[src/rtl/mem_seq_pkg.sv]
// Shared encodings for the byte-serial memory sequencer: FSM states,
// transfer-size codes and the byte-count rule.
package mem_seq_pkg;

    localparam logic [1:0] ST_IDLE  = 2'd0;
    localparam logic [1:0] ST_WRITE = 2'd1;
    localparam logic [1:0] ST_READ  = 2'd2;
    localparam logic [1:0] ST_FIN   = 2'd3;

    localparam logic [1:0] SZ1 = 2'd0;
    localparam logic [1:0] SZ2 = 2'd1;
    localparam logic [1:0] SZ4 = 2'd2;
    localparam logic [1:0] SZ8 = 2'd3;

    // Bytes moved for a size code, clamped to what the datapath can hold.
    function automatic int unsigned xfer_bytes(input logic [1:0] size, input int unsigned maxb);
        int unsigned n;
        case (size)
            SZ1:     n = 1;
            SZ2:     n = 2;
            SZ4:     n = 4;
            default: n = 8;
        endcase
        return (n > maxb) ? maxb : n;
    endfunction

endpackage

[src/rtl/mem_seq_byte_lane.sv]
// Byte lane steering: picks the outgoing write byte and merges/extends
// incoming read bytes into the assembled read word.
module byte_lane #(
    parameter  int unsigned MAXB = 8,
    localparam int unsigned CW   = $clog2(MAXB) + 1
) (
    input  logic [8*MAXB-1:0] wdata,
    input  logic [CW-1:0]     wr_idx,
    output logic [7:0]        wr_byte,
    input  logic [8*MAXB-1:0] rdata_cur,
    input  logic [7:0]        rd_byte,
    input  logic [CW-1:0]     rd_idx,
    input  logic [CW-1:0]     nbytes,
    input  logic              sext,
    output logic [8*MAXB-1:0] rd_ins,
    output logic [8*MAXB-1:0] rd_ext
);

    logic [8*MAXB-1:0] wsh;
    logic              fill;

    assign wsh     = wdata >> {wr_idx, 3'b000};
    assign wr_byte = wsh[7:0];

    // Extension is taken from the word with the final byte already merged,
    // so the last capture and the fill land on the same edge.
    always_comb begin
        rd_ins = rdata_cur;
        for (int unsigned k = 0; k < MAXB; k++) begin
            if (k == 32'(rd_idx)) rd_ins[8*k +: 8] = rd_byte;
        end
        fill = 1'b0;
        for (int unsigned k = 0; k < MAXB; k++) begin
            if (k + 1 == 32'(nbytes)) fill = sext & rd_ins[8*k+7];
        end
        rd_ext = rd_ins;
        for (int unsigned k = 0; k < MAXB; k++) begin
            if (k >= 32'(nbytes)) rd_ext[8*k +: 8] = {8{fill}};
        end
    end

endmodule

[src/rtl/mem_seq.sv]
// Byte-serial memory sequencer: splits 1/2/4/8-byte little-endian transfers
// into single-byte accesses to a RAM with one-cycle read latency.
module mem_seq
    import mem_seq_pkg::*;
#(
    parameter int unsigned MAXB = 8,
    parameter int unsigned AW   = 16
) (
    input  logic              clk,
    input  logic              rst_n,
    input  logic              req,
    input  logic              we,
    input  logic [1:0]        size,
    input  logic              sext,
    input  logic [AW-1:0]     addr,
    input  logic [8*MAXB-1:0] wdata,
    output logic [8*MAXB-1:0] rdata,
    output logic              kp,
    output logic              done,
    output logic [AW-1:0]     ram_addr,
    output logic              ram_we,
    output logic [7:0]        ram_wdata,
    input  logic [7:0]        ram_rdata
);

    localparam int unsigned   CW  = $clog2(MAXB) + 1;
    localparam logic [CW-1:0] ONE = CW'(1);

    logic [1:0]        state;
    logic [CW-1:0]     cnt;
    logic [CW-1:0]     cnt_nx;
    logic [CW-1:0]     nbytes;
    logic              sext_q;
    logic [AW-1:0]     addr_q;
    logic [8*MAXB-1:0] wdata_q;
    logic [8*MAXB-1:0] rd_ins;
    logic [8*MAXB-1:0] rd_ext;

    assign cnt_nx = cnt + ONE;

    byte_lane #(.MAXB(MAXB)) u_lane (
        .wdata     (wdata_q),
        .wr_idx    (cnt),
        .wr_byte   (ram_wdata),
        .rdata_cur (rdata),
        .rd_byte   (ram_rdata),
        .rd_idx    (cnt - ONE),
        .nbytes    (nbytes),
        .sext      (sext_q),
        .rd_ins    (rd_ins),
        .rd_ext    (rd_ext)
    );

    always_comb begin
        ram_addr = (state == ST_IDLE) ? addr : addr_q + AW'(cnt);
        ram_we   = (state == ST_WRITE);
        kp       = (state != ST_IDLE);
        done     = (state == ST_FIN);
    end

    always_ff @(posedge clk or negedge rst_n) begin
        if (!rst_n) begin
            state   <= ST_IDLE;
            cnt     <= '0;
            nbytes  <= '0;
            sext_q  <= 1'b0;
            addr_q  <= '0;
            wdata_q <= '0;
            rdata   <= '0;
        end else begin
            case (state)
                ST_IDLE: begin
                    if (req) begin
                        sext_q  <= sext;
                        addr_q  <= addr;
                        wdata_q <= wdata;
                        nbytes  <= CW'(xfer_bytes(size, MAXB));
                        cnt     <= '0;
                        state   <= we ? ST_WRITE : ST_READ;
                    end
                end
                ST_WRITE: begin
                    if (cnt_nx == nbytes) begin
                        cnt   <= '0;
                        state <= ST_FIN;
                    end else begin
                        cnt <= cnt_nx;
                    end
                end
                // Capture trails the address by one cycle; count N holds the last byte.
                ST_READ: begin
                    if (cnt == nbytes) begin
                        rdata <= rd_ext;
                        cnt   <= '0;
                        state <= ST_FIN;
                    end else begin
                        if (cnt != '0) rdata <= rd_ins;
                        cnt <= cnt_nx;
                    end
                end
                default: state <= ST_IDLE;
            endcase
        end
    end

endmodule

[config.mk]
export PLATFORM = sky130hd
export DESIGN_NAME = mem_seq
export DESIGN_NICKNAME = d
export VERILOG_FILES = /design/src/rtl/mem_seq_pkg.sv /design/src/rtl/mem_seq_byte_lane.sv /design/src/rtl/mem_seq.sv
export SDC_FILE = /design/constraint.sdc
export NUM_CORES = 1
export LEC_CHECK = 0
export CAP_MARGIN = 5
export CORE_MARGIN = 2
export CORE_UTILIZATION = 53
export CTS_CLUSTER_DIAMETER = 120
export CTS_CLUSTER_SIZE = 28
export DETAILED_ROUTE_END_ITERATION = 10
export PLACE_DENSITY = 0.85
export SYNTH_ARGS = -nofsm -noshare
export SYNTH_HDL_FRONTEND = slang
export SYNTH_HIERARCHICAL = 1
export SYNTH_SLANG_ARGS = --single-unit
[constraint.sdc]
create_clock -name clk -period 3.34 [get_ports clk]
set_input_delay 1.002 -clock clk [delete_from_list [all_inputs] [get_ports clk]]
set_output_delay 1.002 -clock clk [all_outputs]
set_load 0.02 [all_outputs]
==> qor.yml, run 1 <==
setup_path:
  ff2ff_setup_slack_ns: 0.12
  crit_end: "ram_addr[10]"
  end_kind: "output pin"
  path_class: "reg -> out"
  r2r-end: "rdata[59]$_DFFE_PN0P_"
  required_ns: 2.34
  crit_start: "addr_q[0]$_DFFE_PN0P_"
  r2r_start: "cnt[0]$_DFFE_PN0P_"
  reg2reg_depth: 14
  cp-start-kind: "flip-flop"
  critPathArrivalTime_ns: 2.46
  crit_fanout: 6
drt:
  num_vias: 7628
  ant_nets: 0
  drc: 0
  wl_um: 24800
  dr.pass1.iters: 4
  wire_per_inst_um: 18.7
  drt-initial-drc-count: 409
  via_per_inst: 5.76
clock_network:
  htree_levels: 4
  cts_tree: "built"
  cts_sinks: 155
  cts_buffers: 17
  clk_pin_slew_worst_paths_ns: 0.07
  clockBufferDepth: 2
  clk_latency_ns: 0.44
  clockRootBuffer: "clkbuf_16"
yosys:
  syn_nets: 1001
  synth_compound_area_share_pct: 9.78
  yosysTopAreaCellShare_pct: 40.5
  synth_cells: 893
  synth.mux.area_fraction_pct: 28.8
  ys_warn_count: 6
  synth_xor_area_share_pct: 2.25
  ys_seq_area_share_pct: 40.5
  syn_area_per_cell_um2: 10.7
  ys_types: 69
  synth-simple-area-share_pct: 11.9
  synth_area_leaders: "dfrtp_1, mux2_2, mux2i_1"
  synth_common_cells: "dfrtp_1, mux2_2, nand2_1"
  post-synth-top-count-cell: "dfrtp_1"
  async_reset_ff_share_pct: 100
  yosys_register_bits: 155
  synth_area_leader_cell: "dfrtp_1"
  synth_ff_type: "dfrtp_1"
  synth_fa_ha_area_share_pct: 1.78
  syn_area_mm2: 0.00958
  synth-edff-count: 0
  synth_top_family_by_area: "multiplexers"
timing:
  hold_slack_ns: 0.473
  fin_crit_sh_pct: 104
  rsz0062_at_grt: "true"
  fin_crit_ns: 3.46
  fmax_ghz: 0.289
  worst_slew_pin_slew_ns: 0.753
  setup_viol: 7
  hold_viol_final: 0
  skew_ns: 0.0116
  relSlewSlack_pct: 49.6
  finalMaxSlewViolations: 0
  timing.final.ws_setup_ns: -0.121
grt:
  grt_pass1_vias: 7657
  grt_max_degree: 129
  antenna_found_initial: 0
  grt_usage_pct: 25.6
  met3_usage_pct: 5.72
  overflow: 0
  grt.met1_usage_pct: 33.5
  grt_busiest_layer: "met2"
  grt_pass1_wl_um: 39700
  grt_use_met2_pct: 42.5
layout:
  fill_cells: 1289
  finalNetCount: 1190
  syn_to_final_growth_pct: 29.1
  diodes: 0
  multi_input_area_mm2: 0.00528
  drive_gt1_share_pct: 26.2
  final_core_util_pct: 69.3
  seqCellArea_mm2: 0.00388
floorplanning:
  die_w_um: 138
  dieArea_mm2: 0.0192
  die_y_um: 138
  start_util_pct: 53.7
  rows: 49
  core_mm2: 0.0178
  io_pins: 186
placement:
  dp.final_hpwl_um: 16900
  port_buffers: 185
  gp_congestion: 0.864
  dp_slack_ns: -0.153
power_and_ir_drop:
  vdd_drop_max_v: 0.000936
  powerDensity_mw_per_mm2: 1010
  p_leak_nw: 5.42
run_status:
  violations: "negative setup slack"
  status: "complete, but fails checks"
job:
  drv_cap: 0
min_path:
  holdCritPathClass: "in -> async"
report_power, final:
group / internal [mW] / switching, mW
logic: 3.39 / 3.73
clock network: 1.02 / 0.958
registers: 2.73 / 0.715
critical path, stage by stage, from the launching register on:
cell      delay [ns]
dfrtp_1         0.40
ha_2            0.22
fa_2            0.40
a21o_1          0.17
a21oi_1         0.12
buf_4           0.16
nand4b_1        0.13
xor2_1          0.17
o21ai_1         0.09
buf_4           0.16
stage by stage:
stage	setup TNS, ns	instance area [µm²]	power (mW)	instances
2_1_floorplan	0	9580	8.45	893
3_3_place_gp	-0.597	11700	10.3	1287
3_5_place_dp	-0.984	11700	10.6	1287
4_1_cts	-0.726	12300	12.5	1321
5_1_grt	-1.22	12400	13.3	1324
6_report	-0.441	12400	12.5	1324
registers in the layout (all words and copies together) (netlist names):
register and cells:
nbytes 4, state 2, sext_q 1, rdata 64, wdata_q 64, addr_q 16, cnt 4
final cells by class:
cell class	count	area share, %
Clock buffer	17	3.44
Clock inverter	15	1.57
Inverter	24	0.728
Multi-Input combinational cell	654	42.7
Sequential cell	155	31.4
Tap cell	229	2.32
Timing Repair Buffer	230	17.9
worst min path at each step:
stage / endpoint / slack, ns / depth (start not counted)
floorplan: wdata_q[48]$_DFFE_PN0P_ / 0.47 / 1
global placement: rdata[50]$_DFFE_PN0P_ / 0.48 / 2
detailed placement: wdata_q[55]$_DFFE_PN0P_ / 0.49 / 1
CTS: rdata[52]$_DFFE_PN0P_ / 0.48 / 1
global route: rdata[52]$_DFFE_PN0P_ / 0.49 / 1
finish: rdata[52]$_DFFE_PN0P_ / 0.47 / 1
routing by layer:
| layer | wire, µm | vias to the layer above |
|---|---|---|
| met2 | 12400 | 249 |
| met5 | 0 | - |
| met3 | 1490 | 37 |
| met4 | 538 | 0 |
| li1 | - | 3548 |
| met1 | 10400 | 3794 |
cell usage in the layout, fill, tap and decap left out, types with 3 or more instances in the layout:
master and instances:
a21boi_0 7, nand3_2 6, buf_4 44, buf_2 6, clkdlybuf4s50_1 161, nand2b_1 11
nor2_1 22, a21bo_2 7, inv_1 22, or3_1 3, a21oi_1 8, inv_8 5
nand2_2 7, xor2_1 11, clkbuf_16 18, dlygate4sd2_1 11, clkinv_8 7, mux2i_1 86
nand3_1 16, ha_1 10, nand3b_1 3, xnor2_1 11, buf_12 5, o21ai_0 91
nand2_1 130, mux2_2 136, nor3_1 4, dfrtp_1 155, mux4_2 16, o21ai_1 12
nand4b_1 3, a21o_1 4
logic make-up after synthesis:
family          count (synthesis)
compound gates                150
simple gates                  229
flops                         155
xor+xnor                       23
fa+ha+maj                      13
mux                           239
buf+inv                        84
what timing repair did:
item	in CTS	in global routing
buffers inserted	2	2
resized for setup	79	18
pin swaps	2	10
hold endpoints to repair	0	0
hold buffers	0	0
setup endpoints to repair	36	35
gates cloned	0	1
Note: power is estimated with default switching activity, not from simulation.
==> run 2, diff against run 1 <==
--- a/config.mk
+++ b/config.mk
@@ -5,7 +5,7 @@
 export SDC_FILE = /design/constraint.sdc
 export NUM_CORES = 1
 export LEC_CHECK = 0
-export CAP_MARGIN = 5
+export CAP_MARGIN = 15
 export CORE_MARGIN = 2
 export CORE_UTILIZATION = 53
 export CTS_CLUSTER_DIAMETER = 120
@@ -16,3 +16,4 @@
 export SYNTH_HDL_FRONTEND = slang
 export SYNTH_HIERARCHICAL = 1
 export SYNTH_SLANG_ARGS = --single-unit
+export TNS_END_PERCENT = 30
==> qor.yml, run 2 (synthesis results as in run 1) <==
run_status:
  status: "complete, but fails checks"
  violations: "negative setup slack"
clock_network:
  clockBufferDepth: 2
  cts_tree: "built"
  clockRootBuffer: "clkbuf_16"
  cts_sinks: 155
  clk_pin_slew_worst_paths_ns: 0.07
  clk_latency_ns: 0.44
  cts_buffers: 17
  htree_levels: 4
power_and_ir_drop:
  powerDensity_mw_per_mm2: 1010
  p_comb_share_pct: 56.8
  p_leak_nw: 5.42
  vdd_drop_max_v: 0.000936
  internal_power_mw: 7.14
  power_frac_seq_pct: 27.5
  clkPwrFrac_pct: 15.8
  sw_frac_of_total_pct: 43.1
  switching_power_mw: 5.40
  finalPower_mw: 12.5
timing:
  setup_viol: 7
  fmax_ghz: 0.289
  worst_slew_pin_slew_ns: 0.753
  skew_ns: 0.0116
  rsz0062_at_grt: "true"
  fin_crit_sh_pct: 104
  finalMaxSlewViolations: 0
  hold_slack_ns: 0.473
  hold_viol_final: 0
  relSlewSlack_pct: 49.6
  timing.final.ws_setup_ns: -0.121
  fin_crit_ns: 3.46
setup_path:
  crit_fanout: 6
  critPathArrivalTime_ns: 2.46
  r2r-end: "rdata[59]$_DFFE_PN0P_"
  crit_start: "addr_q[0]$_DFFE_PN0P_"
  reg2reg_depth: 14
  end_kind: "output pin"
  crit_end: "ram_addr[10]"
  cp-start-kind: "flip-flop"
  path_class: "reg -> out"
  r2r_start: "cnt[0]$_DFFE_PN0P_"
  required_ns: 2.34
  ff2ff_setup_slack_ns: 0.12
floorplanning:
  die_y_um: 138
  dieArea_mm2: 0.0192
  rows: 49
  start_util_pct: 53.7
  die_w_um: 138
  io_pins: 186
  core_mm2: 0.0178
placement:
  gp_congestion: 0.864
  port_buffers: 185
  dp.final_hpwl_um: 16900
  place_area_mm2: 0.0117
job:
  drv_cap: 0
drt:
  drc: 0
  num_vias: 7628
  ant_nets: 0
  wire_per_inst_um: 18.7
  dr.pass1.iters: 4
  wl_um: 24800
  via_per_inst: 5.76
  drt-initial-drc-count: 409
layout:
  final_common_cell: "clkdlybuf4s50_1"
  fill_cells: 1289
  diodes: 0
  finalNetCount: 1190
  syn_to_final_growth_pct: 29.1
  final_cell_mix: "clkdlybuf4s50_1, dfrtp_1, mux2_2"
  seqCellArea_mm2: 0.00388
  drive_gt1_share_pct: 26.2
  multi_input_area_mm2: 0.00528
  stdcell_area_mm2: 0.0124
  reg.largest.list: "rdata x64, wdata_q x64, addr_q x16"
grt:
  grt_max_degree: 129
  grt_usage_pct: 25.6
  antenna_found_initial: 0
  grt_pass1_vias: 7657
  overflow: 0
  grt_pass1_wl_um: 39700
min_path:
  holdCritPathClass: "in -> async"
run 2: cell counts in the layout (fill, tap and decap cells not counted):
No cell type changed its count.
run 2: critical path, stage by stage (launching register included):
cell,delay (ns)
dfrtp_1,0.40
ha_2,0.22
fa_2,0.40
a21o_1,0.17
a21oi_1,0.12
buf_4,0.16
nand4b_1,0.13
xor2_1,0.17
o21ai_1,0.09
buf_4,0.16
run 2: worst min-delay path by stage:
stage | startpoint | to | slack (ns) | cells past startpoint
final | rst_n | rdata[52]$_DFFE_PN0P_ | 0.47 | 1
after global routing | rst_n | rdata[52]$_DFFE_PN0P_ | 0.49 | 1
after CTS | rst_n | rdata[52]$_DFFE_PN0P_ | 0.48 | 1
after detailed placement | wdata_q[55]$_DFFE_PN0P_ | wdata_q[55]$_DFFE_PN0P_ | 0.49 | 1
after global placement | rdata[50]$_DFFE_PN0P_ | rdata[50]$_DFFE_PN0P_ | 0.48 | 2
after floorplan | wdata_q[48]$_DFFE_PN0P_ | wdata_q[48]$_DFFE_PN0P_ | 0.47 | 1
run 2: final cells by class:
type	count	share of cell area, %
clock buffers	17	3.44
clock inverters	15	1.57
inverters	24	0.728
multi-input cells	654	42.7
flip-flops and latches	155	31.4
well taps	229	2.32
repair buffers	230	17.9
run 2: timing repair:
action / 4_1_cts / 5_1_grt
pin swaps: 2 / 10
resized for setup: 79 / 18
cloned: 0 / 1
hold buffers: 0 / 0
endpoints found under the setup margin: 36 / 35
buffers inserted: 2 / 2
run 2: power by group through the flow:
stage          logic, mW  clock network [mW]  registers (mW)
2_1_floorplan       4.87                   0            3.57
3_3_place_gp        6.91                   0            3.41
3_5_place_dp        7.11                   0            3.46
4_1_cts             7.04                2.01            3.44
5_1_grt             7.66                2.09            3.55
6_report            7.12                1.98            3.44
run 2: metrics by stage:
stage,setup slack (ns),std cells,setup TNS (ns),utilization [%]
3_5_place_dp,-0.153,1287,-0.984,65.6
6_report,-0.121,1324,-0.441,69.3
5_1_grt,-0.229,1324,-1.22,69.3
4_1_cts,-0.135,1321,-0.726,68.9
3_3_place_gp,-0.0983,1287,-0.597,65.6
2_1_floorplan,0.0693,893,0,-
run 2: metal layers:
metal / routed length, µm / track usage, %
met5: 0 / 0
met2: 12400 / 42.5
met3: 1490 / 5.72
met1: 10400 / 33.5
met4: 538 / 8.38
